[src/rtl/muldiv_unit.sv]
// muldiv_unit: iterative RV32M multiply/divide engine and sequencer for EX.
// Radix-2 shift-add multiply and restoring divide on operand magnitudes.
// The sign is fixed up on the way into DONE.
// Optional feature MULDIV_REUSE_EN keeps the last divide's quotient and remainder.
// A matching DIV<->REM or DIVU<->REMU then returns in one cycle.
module muldiv_unit #(
  parameter int XLEN = 32
) (
  input  logic            clk,
  input  logic            rst,
  input  logic            req_valid,
  input  logic [2:0]      req_op,
  input  logic [XLEN-1:0] req_a,
  input  logic [XLEN-1:0] req_b,
  input  logic            kill,
  output logic            stall_o,
  output logic            busy,
  output logic            resp_valid,
  output logic [XLEN-1:0] resp_data
);
  localparam int CW = $clog2(XLEN);
  localparam logic [XLEN-1:0] ONES = '1;
  localparam logic [XLEN-1:0] SMIN = {1'b1, {(XLEN-1){1'b0}}};

  typedef enum logic [1:0] {S_IDLE, S_CALC, S_DONE} state_t;
  state_t state_q, state_d;

  logic [2:0]      op_q;
  logic            sa_q, sb_q;
  logic [XLEN-1:0] opnd_q, hi_q, lo_q, res_q;
  logic [CW-1:0]   cnt_q;

  logic            req_div, a_sgn, b_sgn, sa, sb, b_zero, ovf, special, accept, reuse_hit;
  logic [XLEN-1:0] abs_a, abs_b, special_res, reuse_res;

  // Decode the incoming request: signedness, magnitudes and the 1-cycle special cases.
  always_comb begin
    req_div     = req_op[2];
    a_sgn       = (req_op inside {3'd0, 3'd1, 3'd2, 3'd4, 3'd6});
    b_sgn       = (req_op inside {3'd0, 3'd1, 3'd4, 3'd6});
    sa          = a_sgn & req_a[XLEN-1];
    sb          = b_sgn & req_b[XLEN-1];
    abs_a       = sa ? -req_a : req_a;
    abs_b       = sb ? -req_b : req_b;
    b_zero      = req_div & (req_b == '0);
    ovf         = req_div & ~req_op[0] & (req_a == SMIN) & (req_b == ONES);
    special     = b_zero | ovf;
    special_res = b_zero ? (req_op[1] ? req_a : ONES) : (req_op[1] ? '0 : SMIN);
    accept      = (state_q == S_IDLE) & req_valid & ~kill;
  end

  logic [XLEN:0]     mul_sum, div_shift, div_diff;
  logic              div_ge;
  logic [XLEN-1:0]   iter_hi, iter_lo, quo_fix, rem_fix, calc_res;
  logic [2*XLEN-1:0] prod, prod_fix;

  // One iteration step plus the sign-corrected result used on the final step.
  always_comb begin
    mul_sum   = {1'b0, hi_q} + (lo_q[0] ? {1'b0, opnd_q} : '0);
    div_shift = {hi_q, lo_q[XLEN-1]};
    // Remainder stays below the divisor, so bit XLEN of the difference is a clean borrow.
    div_diff  = div_shift - {1'b0, opnd_q};
    div_ge    = ~div_diff[XLEN];
    if (op_q[2]) begin
      iter_hi = div_ge ? div_diff[XLEN-1:0] : div_shift[XLEN-1:0];
      iter_lo = {lo_q[XLEN-2:0], div_ge};
    end else begin
      iter_hi = mul_sum[XLEN:1];
      iter_lo = {mul_sum[0], lo_q[XLEN-1:1]};
    end
    prod     = {iter_hi, iter_lo};
    prod_fix = (sa_q ^ sb_q) ? -prod : prod;
    quo_fix  = (sa_q ^ sb_q) ? -iter_lo : iter_lo;
    rem_fix  = sa_q ? -iter_hi : iter_hi;
    if (op_q[2])            calc_res = op_q[1] ? rem_fix : quo_fix;
    else if (op_q == 3'd0)  calc_res = prod_fix[XLEN-1:0];
    else                    calc_res = prod_fix[2*XLEN-1:XLEN];
  end

`ifdef MULDIV_REUSE_EN
  logic            last_valid_q, last_sgn_q;
  logic [XLEN-1:0] cur_a_q, cur_b_q, last_a_q, last_b_q, last_quo_q, last_rem_q;

  assign reuse_hit = req_div & ~special & last_valid_q & (req_a == last_a_q) &
                     (req_b == last_b_q) & (~req_op[0] == last_sgn_q);
  assign reuse_res = req_op[1] ? last_rem_q : last_quo_q;

  // Remember the operands and results of the last divide that finished its iterations.
  always_ff @(posedge clk or negedge rst) begin
    if (!rst) begin
      last_valid_q <= 1'b0;
      last_sgn_q   <= 1'b0;
      cur_a_q      <= '0;
      cur_b_q      <= '0;
      last_a_q     <= '0;
      last_b_q     <= '0;
      last_quo_q   <= '0;
      last_rem_q   <= '0;
    end else if (accept) begin
      cur_a_q <= req_a;
      cur_b_q <= req_b;
    end else if (state_q == S_CALC) begin
      if (kill) begin
        last_valid_q <= 1'b0;
      end else if (cnt_q == '0) begin
        last_valid_q <= op_q[2];
        last_sgn_q   <= ~op_q[0];
        last_a_q     <= cur_a_q;
        last_b_q     <= cur_b_q;
        last_quo_q   <= quo_fix;
        last_rem_q   <= rem_fix;
      end
    end
  end
`else
  assign reuse_hit = 1'b0;
  assign reuse_res = '0;
`endif

  // State register.
  always_ff @(posedge clk or negedge rst) begin
    if (!rst) state_q <= S_IDLE;
    else      state_q <= state_d;
  end

  // Next-state logic; kill always wins.
  always_comb begin
    state_d = state_q;
    case (state_q)
      S_IDLE: if (accept) state_d = (special | reuse_hit) ? S_DONE : S_CALC;
      S_CALC: if (kill) state_d = S_IDLE;
              else if (cnt_q == '0) state_d = S_DONE;
      S_DONE: state_d = S_IDLE;
      default: state_d = S_IDLE;
    endcase
  end

  // Outputs; the result strobe is dropped in a kill cycle.
  always_comb begin
    busy       = (state_q != S_IDLE);
    resp_valid = (state_q == S_DONE) & ~kill;
    stall_o    = req_valid & ~resp_valid;
    resp_data  = res_q;
  end

  // Operand latch, iteration registers and result register.
  always_ff @(posedge clk or negedge rst) begin
    if (!rst) begin
      op_q   <= '0;
      sa_q   <= 1'b0;
      sb_q   <= 1'b0;
      opnd_q <= '0;
      hi_q   <= '0;
      lo_q   <= '0;
      res_q  <= '0;
      cnt_q  <= '0;
    end else if (accept) begin
      op_q   <= req_op;
      sa_q   <= sa;
      sb_q   <= sb;
      opnd_q <= req_div ? abs_b : abs_a;
      lo_q   <= req_div ? abs_a : abs_b;
      hi_q   <= '0;
      cnt_q  <= CW'(XLEN-1);
      if (special)        res_q <= special_res;
      else if (reuse_hit) res_q <= reuse_res;
    end else if (state_q == S_CALC && !kill) begin
      hi_q  <= iter_hi;
      lo_q  <= iter_lo;
      cnt_q <= cnt_q - CW'(1);
      if (cnt_q == '0) res_q <= calc_res;
    end
  end
endmodule
[config.mk]
export PLATFORM = sky130hd
export DESIGN_NAME = muldiv_unit
export DESIGN_NICKNAME = d
export VERILOG_FILES = /design/src/rtl/muldiv_unit.sv
export SDC_FILE = /design/constraint.sdc
export NUM_CORES = 1
export LEC_CHECK = 0
export BUFFER_PORTS_ARGS = -buffer_cell sky130_fd_sc_hd__buf_2
export CAP_MARGIN = 10
export CORE_UTILIZATION = 25
export CTS_CLUSTER_DIAMETER = 100
export DETAILED_ROUTE_END_ITERATION = 8
export GPL_TIMING_DRIVEN = 0
export PLACE_DENSITY_LB_ADDON = 0.15
export SLEW_MARGIN = 40
export SYNTH_ARGS = -nofsm -noshare
export SYNTH_HDL_FRONTEND = slang
export SYNTH_SLANG_ARGS = --single-unit
[constraint.sdc]
create_clock -name clk -period 5.2 [get_ports clk]
set_clock_uncertainty 0.2 [all_clocks]
set_input_delay 0.26 -clock clk [delete_from_list [all_inputs] [get_ports clk]]
set_output_delay 0.26 -clock clk [all_outputs]
set_load 0.05 [all_outputs]
# Word-level counts from Yosys, hierarchy flattened
# Index checks and enable logic that the tools add are counted.
[word_totals]
rom_bits = 0
latchBits = 0
mem_count = 0
ram_bits = 0
regBits = 140
wordCells = 90
input_bits = 71
out_inout_bits = 35
[op_classes]
multipliers = 0
n_bitwise = 16
reduce_logical = 14
div = 0
n_eq_ne = 11
order_cmp = 0
add_sub_neg = 8
muxes = 32
n_shift = 0
[ops]
columns = ["op", "count"]
rows = [
  ["32-bit two-way mux", 24],
  ["32-bit negation", 4],
  ["32-bit == test, second input constant", 2],
  ["64-bit two-way mux", 1],
  ["64-bit negation", 1],
  ["32-bit by 32-bit adder with 33-bit output", 1],
  ["33-bit by 32-bit subtractor with 33-bit output", 1],
  ["32-bit zero test", 1],
  ["1-bit bitwise AND", 10],
  ["5-bit two-way mux", 2],
  ["2-bit two-way mux", 4],
  ["3-bit == test, second input constant", 2],
  ["3-bit zero test", 2],
  ["2-bit nonzero test", 3],
  ["5-bit zero test", 1],
  ["5-bit nonzero test", 1],
  ["5-bit by 1-bit subtractor with 5-bit output, second input constant", 1],
  ["2-bit != test, second input constant", 2],
  ["1-bit NOT", 4],
  ["2-bit one-hot mux with 2 select lines", 1],
  ["4-bit nonzero test", 1],
  ["3-bit by 1-bit == test with 1-bit output, second input constant", 1],
  ["3-bit by 2-bit == test with 1-bit output, second input constant", 1],
  ["3-bit != test, second input constant", 1],
  ["other kinds (9)", 9],
]

# Depth between registers and ports, before layout
# Gate-level depths: netlist of run 1.
[depth]
depth_word = 10
ltp_mapped = 24
mapped_depth_nobuf = 24

# Worst setup path before layout of run 1
# No wires, ideal clock.
[synth_path]
kind = "reg2reg"
startpoint = "register op_q[2]"
endpoint = "register res_q[22] (netlist: resp_data[22])"
slack_ns = -0.526
arrival_ns = 5.388
setup_time_ns = 0.138
path_stages_with_launch = 23
required_ns = 4.862
path_buffers = 8
period_less_slack_ns = 5.726
path_cell_list = "dfrtp_1 -> buf_2 -> buf_2 -> buf_2 -> buf_2 -> buf_2 -> clkbuf_1 -> buf_1 -> buf_1 -> mux2i_1 -> ha_1 -> o21ai_0 -> nor4_1 -> and3_1 -> nand4b_1 -> nor2_1 -> nand2_1 -> nor3_1 -> and4_1 -> a31oi_1 -> xor2_1 -> a221oi_1 -> a21oi_1"
[synth_via]
elab_chain_len = 8
word_cells_on_any_way = 15
classes_between = "add/sub: 3; mux: 11; reduce/logical: 1"
[synth_lines]
columns = ["item", "line", "text"]
rows = [
  ["from (decl)", "28", "logic [2:0] op_q;"],
  ["from (signal assigned)", "158", "op_q <= req_op;"],
  ["32-bit two-way mux", "64", "if (op_q[2]) begin"],
  ["64-bit negation (tied with other cells)", "72", "prod_fix = (sa_q ^ sb_q) ? -prod : prod;"],
  ["64-bit two-way mux (tied with other cells)", "72", ""],
  ["32-bit two-way mux, on equally long branches", "76, 75", ""],
  ["32-bit two-way mux *", "75", "if (op_q[2]) calc_res = op_q[1] ? rem_fix : quo_fix;"],
  ["32-bit two-way mux *", "171", "if (cnt_q == '0) res_q <= calc_res;"],
  ["32-bit two-way mux *", "167", "end else if (state_q == S_CALC && !kill) begin"],
  ["32-bit two-way mux *", "157", "end else if (accept) begin"],
  ["to (signal assigned)", "165", "if (special) res_q <= special_res;"],
  ["to (signal assigned)", "166", "else if (reuse_hit) res_q <= reuse_res;"],
  ["to (signal assigned)", "171", ""],
  ["to (decl)", "30", "logic [XLEN-1:0] opnd_q, hi_q, lo_q, res_q;"],
]
# Mark *: on every way between the ends. The rest lies on a longest branch, timed or not. The select of a mux whose other input is x is not followed.
# A chain may end at the register's enable or synchronous reset.

# Worst setup path after layout of run 1
# Ends and elaborated chain as after synthesis.

==> flow_summary.ini, run 1 <==
[cells_and_area]
area_delta_synth_final_pct = 26.77
layout-drive-gt1-share_pct = 18.48
fill_cells = 7061
post-route-cell-area_mm2 = 0.02109
utilization_pct = 32.08
nets = 2702

[drt]
drtAntennaViolNets = 0
drcViolationCount = 0
via_count = 19535
wl_um = 92190
viasPerCell = 5.682
drt-initial-drc-count = 2040
routedWlPerCell_um = 26.82
first_pass_iters = 9

[critical_path]
path_delay_family = buffers and inverters
r2r_end = resp_data[22]
reg2reg_slack_ns = -0.46
worst_setup_path_end_kind = register
startpoint_type = register
critPathMaxFanout = 10
cp.required_ns = 5.35
crit_path_max_incr_delay_ns = 0.41
r2r-start = op_q[2]
cpMaxStageDelayCell = dfrtp_1
crit_type = reg -> reg
worstRegToRegCells = 22
worst-path-buf-inv = 8
arrival_ns = 5.81
crit_top_cell = buf_6
path_cells = buf_4, buf_6, buf_6, buf_6, buf_8, clkbuf_8, buf_6, buf_6, mux2i_2, ha_2, o21ai_4, nor4_4, and3_4, nand4b_1, nor2_4, nand2_4, nor3_4, and4_4, a31oi_4, xor2_1, a221oi_2, a21oi_1

[global_routing]
antenna_found_initial = 7
grt_max_degree = 66
overflow = 0
met2_usage_pct = 43.04
grt_pass1_wl_um = 131700
use_met1_pct = 35.44
grt_pass1_vias = 18676
top_usage_layer = met2
track_usage_pct = 26.94
gr-usage-met3_pct = 4.561

[synthesis]
synth_seq_cells = 140
syn_nets = 2455
synthArstFlopShare_pct = 100.0
syn_area_per_cell_um2 = 7.199
synth_edf_count = 0
synth_ff_type = dfrtp_1
yosys.area.top_type = dfrtp_1
postSynthCellCount = 2311
yosysMostFrequentCell = nand2_1
synth_common_cells = nand2_1 (281), o21ai_0 (239), nor2_1 (232)
ys_types = 105
yosysWarnings = 0
ys_top_cells_by_area = dfrtp_1 (21%), o21ai_0 (7.2%), a21oi_1 (6.4%)
syn_area_mm2 = 0.01664
yosysTopAreaCellShare_pct = 21.06
yosysSeqAreaShare_pct = 21.06

[die]
num_rows = 94
core_area_mm2 = 0.06575
die_h_um = 260.0
start_util_pct = 25.31
chipWidth_um = 260.0
num_io_pins = 106
fp.dieArea_mm2 = 0.06758

[power]
power_switching_w = 0.007556
p_leak_nw = 8.385
p_comb_share_pct = 76.5
max-vdd-ir-drop_mv = 0.2409
internal_power_w = 0.005705
seqPwrFrac_pct = 13.4
swShare_pct = 56.98
p_per_area_mw_per_mm2 = 628.8
power_w = 0.01326
clockPowerShare_pct = 10.1

[place]
io_buffers = 105
routabilityCongestion = 0.9725
post_dp_cell_area_mm2 = 0.01846
hpwl_um = 73250

[timing]
finalWorstSetupSlack_ns = -0.4584
period_share_pct = 108.8
worst_pin_slew_ns = 1.089
tns_ns = -9.412
setup_viol = 30
hold_violations = 0
post-route-min-period_ns = 5.658
final-max-slew-violation-count = 0
max_clock_freq_mhz = 176.7
rsz0062_at_grt = true
slew_headroom_pct = 27.37

[outcome]
status = finished with violations
violations = setup timing

[cts]
cts_tree = built
numCtsBuffers = 17
cts_buffer_depth = 2
path_clk_slew_ns = 0.07
cts_root_buf = clkbuf_16
htree_levels = 4
worstSkewPairLatency_ns = 0.50
cts.sinks = 140

[min_path]
hold_start = req_b[0]
whs_path_depth = 3
worstHoldPathType = in -> reg
min_to = lo_q[0]

[flow_run]
drv_cap = 0
layout make-up:
class,instances,area [µm²],share of cell area [%]
antenna,3,7.507,0.03560
buffer,138,670.6,3.180
clock buffer,18,439.2,2.082
clock inverter,14,167.7,0.7950
inverter,72,274.0,1.299
multi-input combinational,1961,13290,63.03
sequential,140,3507,16.63
tap,864,1081,5.126
timing repair buffer,228,1650,7.825
metal layers:
layer	share of wire, %	up-vias	routed length, µm
met5	0.014	-	13
met4	4.6	2	4258
met3	7.4	178	6780
met2	45	849	41440
met1	43	9515	39700
li1	-	8991	-
per-stage QoR:
| stage | std cells | hold slack, ns | setup WS (ns) |
|---|---|---|---|
| 2_1_floorplan | 2311 | -0.2356 | 0.02740 |
| 3_3_place_gp | 3280 | 0.2788 | -3.147 |
| 3_5_place_dp | 3286 | -0.1082 | -2.799 |
| 4_1_cts | 3374 | 0.003643 | -0.4772 |
| 5_1_grt | 3435 | 0.05825 | -0.5939 |
| 6_report | 3438 | 0.03249 | -0.4584 |
tightest hold or removal path, stage by stage:
cell and delay (ns):
buf_2 0.14, mux2i_1 0.11, o21ai_0 0.17
what timing repair did:
item	in CTS	in global routing
hold buffers	8	0
resized for setup	127	97
hold endpoints to repair	144	0
pin swaps	44	78
setup endpoints to repair	34	30
buffers inserted	48	61
kinds of logic (layout without fill, tap and decap cells):
group,after synthesis,in the layout,share of synthesized area (%)
simple gates,855,855,24.75
compound gates,806,806,31.24
buf+inv,210,470,4.986
xor+xnor,174,174,9.160
flops,140,140,21.06
fa+ha+maj,73,73,5.580
mux,53,53,3.226
other cells,0,3,0
power by group through the flow:
stage	sequential (W)	combinational, W	clock, W
2_1_floorplan	0.00162	0.00550	0
4_1_cts	0.00176	0.00915	0.00137
6_report	0.00177	0.0101	0.00134
5_1_grt	0.00181	0.0107	0.00140
3_5_place_dp	0.00177	0.00825	0
3_3_place_gp	0.00177	0.00818	0
registers in the layout (all words and copies together) (netlist names):
signal / flops
hi_q: 32
lo_q: 32
opnd_q: 32
resp_data: 32
cnt_q: 5
op_q: 3
state_q: 2
sa_q: 1
sb_q: 1
worst max path at each step:
stage / from / end / cells after the start
global placement: op_q[2] / resp_data[22] / 22
floorplan: lo_q[31] / resp_data[22] / 24
detailed placement: op_q[2] / resp_data[18] / 22
finish: op_q[2] / resp_data[22] / 22
global route: lo_q[31] / resp_data[16] / 28
CTS: lo_q[31] / resp_data[22] / 24
cells in the final DEF, fill, tap and decap left out, types with 15 or more instances in the layout:
cell type,n
nand2_1,272
o21ai_0,228
nor2_1,220
a21oi_1,200
dfrtp_1,137
buf_2,117
buf_4,90
clkbuf_1,87
xor2_1,87
xnor2_1,85
o211ai_1,70
ha_1,68
inv_1,66
nor3_1,53
mux2i_1,47
and2_1,45
nand3_1,44
a31oi_1,39
nand4_1,29
buf_6,24
or3_1,20
nor4_1,17
o31ai_1,17
clkbuf_16,17
a211oi_1,16
nand2b_1,16
and3_1,16
a22o_1,15
No activity file was read; power rests on OpenSTA's default activity.
==> run 2, diff against run 1 <==
clock period = 5.6 ns   (was 5.2 ns; I/O delays follow)
==> run 2 against run 1 <==
  * Power shrank 15%
  * The run still ends with setup timing left
  * Design area decreased by 6.0%
  * Worst setup slack gained 0.29 ns
  * Critical path type unchanged
==> flow_summary.ini, run 2 (synthesis results as in run 1) <==
[cells_and_area]
area_delta_synth_final_pct = 19.12
final_cell_mix = nand2_1 (277), o21ai_0 (238), nor2_1 (226)
nets = 2626
final_common_cell = nand2_1
layout-drive-gt1-share_pct = 13.83
fill_cells = 7155
utilization_pct = 30.15

[min_path]
worstHoldPathType = in -> reg

[drt]
via_count = 19052
viasPerCell = 5.670
first_pass_iters = 5
routedWlPerCell_um = 27.06
drtAntennaViolNets = 0
met2_length_um = 41390
wl_met3_um = 6835
drt-initial-drc-count = 1650
wl_um = 90910
routed.top_layer = met5
drcViolationCount = 0
wl_met1_um = 38880

[timing]
post-route-min-period_ns = 5.763
max_clock_freq_mhz = 173.5
final-max-slew-violation-count = 0
setup_viol = 6
hold_violations = 0
period_share_pct = 102.9
worst_pin_slew_ns = 0.9480
finalWorstSetupSlack_ns = -0.1634
rsz0062_at_grt = true
slew_headroom_pct = 36.80

[global_routing]
antenna_found_initial = 9
grt_max_degree = 69
overflow = 0
grt_pass1_wl_um = 129300
track_usage_pct = 26.57
grt_pass1_vias = 18244

[critical_path]
startpoint_type = register
worst_setup_path_end_kind = register
arrival_ns = 5.91
cp.required_ns = 5.74
crit_type = reg -> reg
critPathMaxFanout = 10

[flow_run]
drv_cap = 0

[cts]
cts_root_buf = clkbuf_16
worstSkewPairLatency_ns = 0.50
cts.sinks = 140
htree_levels = 4
cts_buffer_depth = 2
numCtsBuffers = 17
cts_tree = built
path_clk_slew_ns = 0.07

[die]
chipWidth_um = 260.0
core_area_mm2 = 0.06575
fp.dieArea_mm2 = 0.06758
die_h_um = 260.0
start_util_pct = 25.31
num_rows = 94
num_io_pins = 106

[place]
io_buffers = 105
routabilityCongestion = 0.9702
hpwl_um = 73450

[outcome]
status = finished with violations
violations = setup timing

[power]
power_w = 0.01128
p_per_area_mw_per_mm2 = 569.2
max-vdd-ir-drop_mv = 0.3108
p_leak_nw = 7.854
-- run 2: cell types whose count changed in the layout (fill, tap and decap cells not counted), sizes merged, moves of 2 or more --
cell | previous run | this run
inv | 72 | 76
buf | 257 | 182
clkinv | 7 | 5
diode | 3 | 1
-- run 2: where the power goes --
part	switching, W	leakage [nW]	internal [W]
registers	0.000385	1.79	0.00126
clock network	0.000547	0.279	0.000661
logic	0.00566	5.78	0.00277
total	0.00659	7.85	0.00469
-- run 2: layout make-up --
| class | instances | area, µm² | share of cell area [%] |
|---|---|---|---|
| inverters | 72 | 270.3 | 1.364 |
| diodes | 1 | 2.502 | 0.01263 |
| multi-input cells | 1961 | 12780 | 64.48 |
| clock buffers | 17 | 425.4 | 2.146 |
| flip-flops and latches | 140 | 3507 | 17.70 |
| well taps | 864 | 1081 | 5.455 |
| plain buffers | 137 | 628.1 | 3.169 |
| clock inverters | 15 | 163.9 | 0.8270 |
| repair buffers | 153 | 962.2 | 4.855 |
-- run 2: layer usage --
metal	track usage, %	up-vias
li1	-	8814
met1	34.11	9252
met2	42.72	819
met3	6.062	159
met4	10.72	8
met5	0	-
-- run 2: worst max-delay path: stages, from the launching register on --
cell      delay, ns
dfrtp_1        0.42
clkbuf_4       0.24
buf_6          0.24
buf_6          0.22
buf_6          0.25
buf_6          0.25
clkbuf_8       0.26
buf_6          0.23
buf_6          0.24
mux2i_4        0.30
ha_2           0.24
o21ai_4        0.07
nor4_4         0.38
and3_4         0.27
nand4b_1       0.16
nor2_4         0.21
nand2_4        0.08
nor3_4         0.23
and4_4         0.28
a31oi_2        0.10
xor2_1         0.20
a221oi_2       0.36
a21oi_1        0.12
-- run 2: timing repair --
item / in CTS / in global routing
hold buffers: 7 / 0
setup buffers: 24 / 13
gates resized for setup: 65 / 46
endpoints found under the hold margin: 144 / 0
endpoints found under the setup margin: 28 / 22
pin swaps: 23 / 32
gates cloned: 0 / 0
-- run 2: final timing paths --
check	start	to	slack, ns	cells past startpoint
worst min-delay path	req_b[31]	resp_data[3]	0.06	4
worst max register to register	op_q[2]	resp_data[22]	-0.16	22
worst max-delay path	op_q[2]	resp_data[22]	-0.16	22
max in group asynchronous	rst	opnd_q[24]	3.98	3
worst min register to register	resp_data[1]	resp_data[1]	0.29	1
min in group asynchronous	rst	hi_q[21]	0.17	3
-- run 2: through the flow --
stage                TNS, ns  worst slack [ns]  hold slack [ns]  instances  cell area (µm²)
global route         -0.6297           -0.1791          0.05480       3359            19820
global placement      -63.04            -3.934           0.2782       3280            18250
floorplan                  0         0.0007332          -0.2156       2311            16640
CTS                 -0.07629          -0.03346          0.01554       3346            19500
detailed placement    -40.83            -3.172         -0.08213       3284            18400
finish               -0.3769           -0.1634          0.06020       3360            19820
==> run 3, diff against run 2 <==
CORE_UTILIZATION = 55   (was 25)
MAX_ROUTING_LAYER = met4   (was default)
==> run 3 against run 2 <==
  * Final cell count down 14%
  * Critical path depth unchanged
  * Highest routed layer is now met4
  * The flow still finishes with violations (setup timing)
  * Critical endpoint unchanged
  * Clock power about the same
  * Non-clock buffer count down 8
  * Critical path type unchanged
  * First-iteration DRC count up 90%
  * Via count up 7.7%
  * Sequential cell count unchanged
  * Count of clock-buffer cells in the layout unchanged
  * Fmax up 1.4%
==> flow_summary.ini, run 3 (synthesis results as in run 1) <==
[cells_and_area]
final_common_cell = nand2_1
final_cell_mix = nand2_1 (279), o21ai_0 (234), nor2_1 (230)
area_delta_synth_final_pct = 14.52
fill_cells = 2680
fin_cells = 2879
nets = 2618
layout-drive-gt1-share_pct = 12.99

[outcome]
status = finished with violations
violations = setup timing

[cts]
cts_tree = built
cts.sinks = 140
numCtsBuffers = 17
cts_root_buf = clkbuf_16
worstSkewPairLatency_ns = 0.46
cts_buffer_depth = 2
htree_levels = 4
path_clk_slew_ns = 0.07

[power]
clockPowerShare_pct = 11.2
seqPwrFrac_pct = 14.8
p_leak_nw = 7.781
internal_power_w = 0.004614
p_per_area_mw_per_mm2 = 581.1
max-vdd-ir-drop_mv = 0.3161
p_comb_share_pct = 74.0
power_switching_w = 0.006458
swShare_pct = 58.33

[drt]
met2_length_um = 33530
wl_met3_um = 9827
drcViolationCount = 0
via_count = 20528
routed.top_layer = met4
drt-initial-drc-count = 3132
routedWlPerCell_um = 27.71
wl_um = 79780
first_pass_iters = 7
wl_met1_um = 29060
viasPerCell = 7.130
drtAntennaViolNets = 0

[timing]
rsz0062_at_grt = true
worst_pin_slew_ns = 1.003
final-max-slew-violation-count = 0
slew_headroom_pct = 33.15
max_clock_freq_mhz = 175.9
finalWorstSetupSlack_ns = -0.08561
setup_viol = 7
period_share_pct = 101.5
hold_violations = 0
post-route-min-period_ns = 5.686
tns_ns = -0.2889

[min_path]
worstHoldPathType = in -> reg

[die]
num_io_pins = 106
start_util_pct = 55.99
core_area_mm2 = 0.02972
die_h_um = 175.9
chipWidth_um = 175.9
num_rows = 63
fp.dieArea_mm2 = 0.03095

[critical_path]
reg2reg_slack_ns = -0.09
crit_top_cell = buf_6
r2r_end = resp_data[22]
worstRegToRegCells = 22
path_delay_family = buffers and inverters
worst_setup_path_end_kind = register
cpMaxStageDelayCell = dfrtp_1
startpoint_type = register
path_cells = buf_2, buf_6, buf_4, buf_6, clkbuf_4, buf_6, buf_6, mux2i_4, ha_4, o21ai_4, nor4_2, buf_4, and3_4, nand4b_1, nor2_4, nand2_4, nor3_4, and4_4, a31oi_1, xor2_1, a221oi_2, a21oi_1
critPathMaxFanout = 19
cp.required_ns = 5.72
r2r-start = op_q[2]
crit_start = op_q[2]
endpoint = resp_data[22]
worst-path-buf-inv = 8
crit_type = reg -> reg
cp.depth = 22
crit_path_max_incr_delay_ns = 0.39
arrival_ns = 5.80

[global_routing]
grt_pass1_wl_um = 115900
track_usage_pct = 52.21
grt_max_degree = 58
grt_pass1_vias = 18719
overflow = 0
antenna_found_initial = 5

[place]
dp.cells = 2809
io_buffers = 105
hpwl_um = 62650
routabilityCongestion = 1.096
place_ws_ns = -3.341

[flow_run]
drv_cap = 0
[run 3: worst min path at each step]
stage / end / depth (start not counted) / slack [ns] / from
2_1_floorplan: cnt_q[0] / 0 / -0.22 / rst
3_3_place_gp: resp_data[2] / 1 / 0.27 / resp_data[2]
3_5_place_dp: opnd_q[16] / 1 / -0.04 / rst
4_1_cts: resp_data[3] / 3 / 0.03 / req_a[3]
5_1_grt: resp_data[3] / 3 / 0.06 / req_a[3]
6_report: resp_data[3] / 3 / 0.02 / req_a[3]
[run 3: worst min-delay path: stages]
cell and delay [ns]:
buf_2 0.13, o21ai_0 0.15, a311oi_1 0.09
[run 3: layer usage]
| metal | global-route usage [%] | up-vias |
|---|---|---|
| li1 | - | 8810 |
| met1 | 61.09 | 9618 |
| met4 | 39.02 | 0 |
| met5 | - | - |
| met2 | 77.04 | 1621 |
| met3 | 13.29 | 479 |
[run 3: final cells by class]
type	count	area (µm²)	share of cell area, %
antenna	2	5.005	0.02627
buffer	137	600.6	3.152
clock buffer	17	425.4	2.233
clock inverter	15	175.2	0.9194
inverter	72	270.3	1.418
multi-input combinational	1961	12690	66.58
sequential	140	3507	18.41
tap	390	488.0	2.561
timing repair buffer	145	895.9	4.702
[run 3: through the flow]
step           hold slack (ns)  power [W]  utilization (%)  area [µm²]
5_1_grt                0.06224    0.01145            64.12       19050
3_3_place_gp            0.2713   0.008729            59.41       17650
3_5_place_dp          -0.04278   0.008874            59.82       17780
2_1_floorplan          -0.2156   0.006585                -       16640
6_report               0.02415    0.01107            64.12       19050
4_1_cts                0.03169    0.01032            62.90       18690
[run 3: what timing repair did]
| action | 4_1_cts | 5_1_grt |
|---|---|---|
| buffers inserted | 16 | 18 |
| endpoints found under the setup margin | 28 | 25 |
| pin swaps | 16 | 24 |
| endpoints found under the hold margin | 85 | 0 |
| resized for setup | 50 | 45 |
| hold buffers | 3 | 0 |
[run 3: power by group through the flow]
stage | Combinational [W] | Clock [W] | Sequential, W
floorplan | 0.00508 | 0 | 0.00151
global placement | 0.00712 | 0 | 0.00161
detailed placement | 0.00726 | 0 | 0.00162
CTS | 0.00750 | 0.00122 | 0.00160
global route | 0.00855 | 0.00125 | 0.00165
finish | 0.00820 | 0.00124 | 0.00164
